[config.mk]
export PLATFORM = sky130hd
export DESIGN_NAME = depth_sync_ctrl
export DESIGN_NICKNAME = d
export VERILOG_FILES = /design/src/rtl/depth_sync_ctrl.sv
export SDC_FILE = /design/constraint.sdc
export NUM_CORES = 2
export LEC_CHECK = 0
export ABC_AREA = 1
export CORE_ASPECT_RATIO = 1.5
export CORE_MARGIN = 2
export CORE_UTILIZATION = 40
export CTS_BUF_LIST = sky130_fd_sc_hd__clkbuf_2
export CTS_CLUSTER_DIAMETER = 150
export CTS_CLUSTER_SIZE = 24
export DETAILED_ROUTE_END_ITERATION = 16
export DONT_BUFFER_PORTS = 1
export PLACE_DENSITY = 0.59
export SLEW_MARGIN = 20
export SYNTH_ARGS = -nofsm -noshare
export SYNTH_HDL_FRONTEND = slang
export SYNTH_SLANG_ARGS = --single-unit
[constraint.sdc]
create_clock -name clk -period 18.76 [get_ports clk]
set_input_delay 3.752 -clock clk [delete_from_list [all_inputs] [get_ports clk]]
set_output_delay 3.752 -clock clk [all_outputs]
set_load 0.01 [all_outputs]
[src/rtl/depth_sync_ctrl.sv]
// depth_sync_ctrl
// Sequences live depth deltas against a REST snapshot. Deltas are buffered
// in a first-word-fall-through FIFO until the snapshot id arrives. Deltas the
// snapshot already covers are discarded. The remaining in-order stream is
// forwarded under valid/ready. Id regressions and lost events start a
// one-cycle resync that flushes the buffer and requests a fresh snapshot.
module depth_sync_ctrl #(
    parameter int FIFO_DEPTH = 16
) (
    input  logic                        clk,
    input  logic                        rst,
    input  logic                        enable,
    input  logic                        snap_valid,
    input  logic [63:0]                 snap_update_id,
    input  logic                        in_valid,
    input  logic [63:0]                 in_ts_ns,
    input  logic [63:0]                 in_update_id,
    input  logic                        in_side,
    input  logic [31:0]                 in_price,
    input  logic [31:0]                 in_qty,
    output logic                        out_valid,
    input  logic                        out_ready,
    output logic [63:0]                 out_ts_ns,
    output logic [63:0]                 out_update_id,
    output logic                        out_side,
    output logic [31:0]                 out_price,
    output logic [31:0]                 out_qty,
    output logic [2:0]                  state,
    output logic                        resync_req,
    output logic                        overflow,
    output logic [31:0]                 drop_cnt,
    output logic [$clog2(FIFO_DEPTH):0] fifo_level
);

    localparam int AW = $clog2(FIFO_DEPTH);
    localparam logic [AW:0] FULL_LEVEL = (AW+1)'(FIFO_DEPTH);

    localparam logic [2:0] S_IDLE   = 3'd0;
    localparam logic [2:0] S_BUFFER = 3'd1;
    localparam logic [2:0] S_DRAIN  = 3'd2;
    localparam logic [2:0] S_LIVE   = 3'd3;
    localparam logic [2:0] S_RESYNC = 3'd4;

    // One buffered depth delta, 193 bits.
    typedef struct packed {
        logic [63:0] ts;
        logic [63:0] id;
        logic        side;
        logic [31:0] price;
        logic [31:0] qty;
    } entry_t;

    entry_t      mem [FIFO_DEPTH];
    entry_t      in_entry;
    entry_t      head_entry;

    logic [AW:0] wr_ptr_reg;
    logic [AW:0] rd_ptr_reg;
    logic [AW:0] level;
    logic [2:0]  state_reg;
    logic [2:0]  state_next;
    logic [63:0] last_id_reg;
    logic [31:0] drop_cnt_reg;
    logic        overflow_reg;
    logic        enable_d_reg;

    logic        in_buffer;
    logic        in_drain;
    logic        in_live;
    logic        fifo_active;
    logic        fifo_empty;
    logic        fifo_full;
    logic        head_stale;
    logic        head_gap;
    logic        head_fwd;
    logic        accept;
    logic        pop;
    logic        push_req;
    logic        push_lost;
    logic        push_ok;
    logic        snap_take;
    logic        flush;

    assign in_entry = '{ts: in_ts_ns, id: in_update_id, side: in_side,
                        price: in_price, qty: in_qty};

    // Occupancy comes from the extra pointer bit, so full and empty differ.
    assign level      = wr_ptr_reg - rd_ptr_reg;
    assign fifo_empty = (level == '0);
    assign fifo_full  = (level == FULL_LEVEL);
    assign head_entry = mem[rd_ptr_reg[AW-1:0]];

    assign in_buffer   = (state_reg == S_BUFFER);
    assign in_drain    = (state_reg == S_DRAIN);
    assign in_live     = (state_reg == S_LIVE);
    assign fifo_active = in_buffer || in_drain || in_live;

    // Classify the head entry against last_id (unsigned compares).
    always_comb begin
        head_stale = 1'b0;
        head_gap   = 1'b0;
        head_fwd   = 1'b0;
        if (enable && !fifo_empty) begin
            if (in_drain) begin
                head_stale = (head_entry.id <= last_id_reg);
                head_fwd   = (head_entry.id >  last_id_reg);
            end else if (in_live) begin
                head_gap   = (head_entry.id <  last_id_reg);
                head_fwd   = (head_entry.id >= last_id_reg);
            end
        end
    end

    // A pop frees a slot in the same cycle, so push+pop at full is not a loss.
    assign accept    = head_fwd && out_ready;
    assign pop       = head_stale || accept;
    assign push_req  = enable && in_valid && fifo_active;
    assign push_lost = push_req && fifo_full && !pop;
    assign push_ok   = push_req && !push_lost;
    assign snap_take = enable && in_buffer && snap_valid && !push_lost;

    // IDLE holds the buffer empty and RESYNC empties it on its way out.
    assign flush = !enable || !fifo_active;

    // Next-state selection: disable, then errors, then snapshot, then flow.
    always_comb begin
        state_next = state_reg;
        if (!enable) begin
            state_next = S_IDLE;
        end else if (push_lost || head_gap) begin
            state_next = S_RESYNC;
        end else begin
            case (state_reg)
                S_IDLE:   state_next = S_BUFFER;
                S_BUFFER: if (snap_valid) state_next = S_DRAIN;
                S_DRAIN:  if (accept) state_next = S_LIVE;
                S_LIVE:   state_next = S_LIVE;
                S_RESYNC: state_next = S_BUFFER;
                default:  state_next = S_IDLE;
            endcase
        end
    end

    // Storage array; written only on an accepted push, read asynchronously.
    always_ff @(posedge clk) begin
        if (push_ok) begin
            mem[wr_ptr_reg[AW-1:0]] <= in_entry;
        end
    end

    // Read/write pointers; a flush returns both to zero.
    always_ff @(posedge clk or posedge rst) begin
        if (rst) begin
            wr_ptr_reg <= '0;
            rd_ptr_reg <= '0;
        end else if (flush) begin
            wr_ptr_reg <= '0;
            rd_ptr_reg <= '0;
        end else begin
            if (push_ok) begin
                wr_ptr_reg <= wr_ptr_reg + 1'b1;
            end
            if (pop) begin
                rd_ptr_reg <= rd_ptr_reg + 1'b1;
            end
        end
    end

    // Controller state register.
    always_ff @(posedge clk or posedge rst) begin
        if (rst) begin
            state_reg <= S_IDLE;
        end else begin
            state_reg <= state_next;
        end
    end

    // last_id follows the snapshot, then every accepted forward.
    always_ff @(posedge clk or posedge rst) begin
        if (rst) begin
            last_id_reg <= '0;
        end else if (snap_take) begin
            last_id_reg <= snap_update_id;
        end else if (accept) begin
            last_id_reg <= head_entry.id;
        end
    end

    // Saturating count of deltas discarded as already covered by the snapshot.
    always_ff @(posedge clk or posedge rst) begin
        if (rst) begin
            drop_cnt_reg <= '0;
        end else if (head_stale && (drop_cnt_reg != 32'hFFFF_FFFF)) begin
            drop_cnt_reg <= drop_cnt_reg + 32'd1;
        end
    end

    // Sticky loss flag; cleared when enable rises again.
    always_ff @(posedge clk or posedge rst) begin
        if (rst) begin
            overflow_reg <= 1'b0;
            enable_d_reg <= 1'b0;
        end else begin
            enable_d_reg <= enable;
            if (push_lost) begin
                overflow_reg <= 1'b1;
            end else if (enable && !enable_d_reg) begin
                overflow_reg <= 1'b0;
            end
        end
    end

    assign out_valid     = head_fwd;
    assign out_ts_ns     = head_entry.ts;
    assign out_update_id = head_entry.id;
    assign out_side      = head_entry.side;
    assign out_price     = head_entry.price;
    assign out_qty       = head_entry.qty;
    assign state         = state_reg;
    assign resync_req    = (state_reg == S_RESYNC);
    assign overflow      = overflow_reg;
    assign drop_cnt      = drop_cnt_reg;
    assign fifo_level    = level;

endmodule

==> impl_metrics.ini <==
[sta]
grt_setup_unrepaired = no
finalSetupViolCount = 0
finClkSkew_ns = 0.288
tightest_slew_ns = 1.29
slew_headroom_pct = 14.3
fin_ws_ns = 6.16
fin_tns_setup_ns = 0
clock.fmax_mhz = 79.4
min_period_ns = 12.60
period_share_pct = 67.2
finalHoldViolCount = 0
report.final.slew_viol_count = 0

[die]
initial_utilization_pct = 40.1
core-area_um2 = 314000
die_area_um2 = 319000
rows = 252
chipWidth_um = 462
num_io_pins = 499
fp.dieH_um = 691

[power]
combPwrFrac_pct = 6.7
intPower_w = 0.00848
switching_power_w = 0.00260
power.leakage_nw = 41.4
ir_worst_vdd_uv = 69.1
pwr-share-seq_pct = 72.6
p_sw_share_pct = 23.4
pwr-share-clk_pct = 20.7
pwr_density_cell_nw_per_um2 = 84.5

[setup_path]
reg2reg_to = mem[1][47]
path_cells = inv_8 -> buf_4 -> buf_4 -> buf_4 -> buf_12 -> buf_12 -> o21ai_0 -> o221ai_1 -> nand3_1 -> nand3_1
start_kind = flop
crit_required_ns = 15.01
crit_top_cell = buf_4
cpPeakStageDelay_ns = 0.84
critPathCaptureType = primary output
path_max_fanout = 240
crit_family = buffers and inverters
ff2ff_path_depth = 27
cpMaxStageDelayCell = buf_4
crit_buf_inv = 6
worstReg2RegStart = rd_ptr_reg[0]
cp.arrival_ns = 8.85
criticalPathCategory = reg -> out
reg2reg_slack_ns = 7.11

[synth]
synth_flop_cell = edfxtp_1
syn_area_um2 = 126000
synth_nets = 9829
ys_seq_area_share_pct = 75.8
ys_top_cells_by_area = edfxtp_1, o21ai_0, nor2_1
async_flop_share_pct = 3.47
postSynthAreaPerCell_um2 = 13.3
ys_types = 38
ys_ff_latch = 3199
synth_edf_count = 3088
synth_common_cells = edfxtp_1, nor2_1, o21ai_0
synthCells = 9491
synth_area_leader_cell = edfxtp_1
yosysMostFrequentCell = edfxtp_1
synth_top_area_share_pct = 73.6
yosys_warnings = 0

[place]
gp_congestion = 0.819
io_buffers = 0
place_ws_ns = 7.34
hpwl_um = 192000

[clocking]
cts_root_buffer = clkbuf_2
cts.reportedPaths.clkPinSlew_ns = 0.48
cts_tree = yes
worstSkewPairLatency_ns = 1.97
cts_inserted_buffers = 160
clock_sink_count = 3199
ctsHoldBuffers = 0
cts_resized = 0
cts_setup_buffers = 0
h-tree-depth = 4
clk_path_buf_depth = 4

[grt]
grt_pass1_vias = 76647
track_usage_pct = 21.3
grt_max_degree = 241
overflow = 0
grt_pass1_wl_um = 513000
antenna_found_initial = 19

[run]
cap_violations = 0

[layout]
drive_gt1_share_pct = 4.12
nets = 9460
area_growth_pct = 4.08
fill_cells = 28615
largest_reg_flops = 3088

[hold_path]
holdPathStages = 2
min_to = last_id_reg[46]
hold_path.class = reg -> reg
hp-start = last_id_reg[46]

[drt]
wl_per_cell_um = 26.3
drcViolationCount = 0
ant_nets = 0
wl_um = 351000
vias_per_cell = 5.84
detail_route.iter0.violations = 7380
num_vias = 77954
drt-pass1-iter-count = 5

[run_status]
status = finished, final reports clean
[cells by family (layout without fill, tap and decap cells)]
kind of cell / count (synthesis) / after routing / synth area share [%]
simple gates: 2881 / 2881 / 9.24
flops: 3199 / 3199 / 75.8
buf+inv: 851 / 519 / 2.64
xor+xnor: 39 / 39 / 0.271
other cells: 0 / 8 / 0
compound gates: 2446 / 2446 / 11.3
fa+ha+maj: 75 / 75 / 0.751
[worst min-delay path, cell delays in order, from the launching register on]
cell and delay, ns:
dfrtp_1 0.48, nand3_1 0.08, nand2_1 0.05
[routing by layer]
layer / wire, um / share of wire (%) / global-route usage, %
met3: 27200 / 7.8 / 4.32
met4: 9000 / 2.6 / 5.70
met5: 48 / 0.014 / 0
met2: 172000 / 49 / 36.3
met1: 142000 / 41 / 27.7
[final cells by class]
cell class              count  area, um^2  area share [%]
inverters                 185         732           0.558
clock inverters            12         109          0.0830
well taps                4191        5240            4.00
clock buffers             187         936           0.714
repair buffers            135        1250           0.956
multi-input cells        5441       27300            20.8
diodes                      8        20.0          0.0153
flip-flops and latches   3199       95500            72.9
[how the worst max path moves through the flow]
stage,start,endpoint,slack [ns],cells past startpoint
4_1_cts,rd_ptr_reg[0],out_price[12],5.96,10
2_1_floorplan,enable,mem[0][0],5.42,10
3_3_place_gp,rd_ptr_reg[0],mem[1][60],7.28,27
6_report,rd_ptr_reg[0],out_price[12],6.16,10
3_5_place_dp,rd_ptr_reg[0],mem[1][43],7.34,27
5_1_grt,rd_ptr_reg[0],out_valid,5.64,19
[cells in the final DEF (no fill, tap or decap), types with 4 or more instances in the layout]
master    synthesis  routed
edfxtp_1       3088    3088
nor2_1         1619    1602
o21ai_0        1561    1561
nand2_1         672     672
nand3_1         540     540
o22ai_1         453     453
o221ai_1        319     319
clkbuf_2          0     187
inv_1           172     170
buf_4            10     117
dfrtp_1         111     108
ha_1             74      74
o211ai_1         67      67
a21oi_1          37      36
xor2_1           24      24
nor2_4            0      17
nand4_1          16      16
buf_12            0      16
xnor2_1          15      15
nor3_1           13      13
inv_2             8      12
diode_2           0       8
nor4_1            6       6
inv_8             0       5
o21a_1            4       4
o21ai_1           4       4
[power by group through the flow]
| stage | clock [W] | sequential, W | combinational [W] |
|---|---|---|---|
| 6_report | 0.00229 | 0.00804 | 0.000739 |
| 3_3_place_gp | 0 | 0.00819 | 0.000740 |
| 3_5_place_dp | 0 | 0.00819 | 0.000745 |
| 2_1_floorplan | 0 | 0.00819 | 0.000502 |
| 5_1_grt | 0.00258 | 0.00806 | 0.000836 |
| 4_1_cts | 0.00239 | 0.00804 | 0.000749 |
[per-stage QoR]
stage / std cells / hold slack [ns] / total power [W] / utilization [%] / instance area, um^2
after detailed placement: 13150 / 0.494 / 0.00894 / 41.4 / 130000
after global placement: 13149 / 0.488 / 0.00893 / 41.4 / 130000
after CTS: 13349 / 0.554 / 0.0112 / 41.8 / 131000
after floorplan: 9491 / 0.475 / 0.00870 / - / 126000
after global routing: 13354 / 0.569 / 0.0115 / 41.8 / 131000
final: 13358 / 0.554 / 0.0111 / 41.8 / 131000
Note: power is estimated with default switching activity, not from simulation.
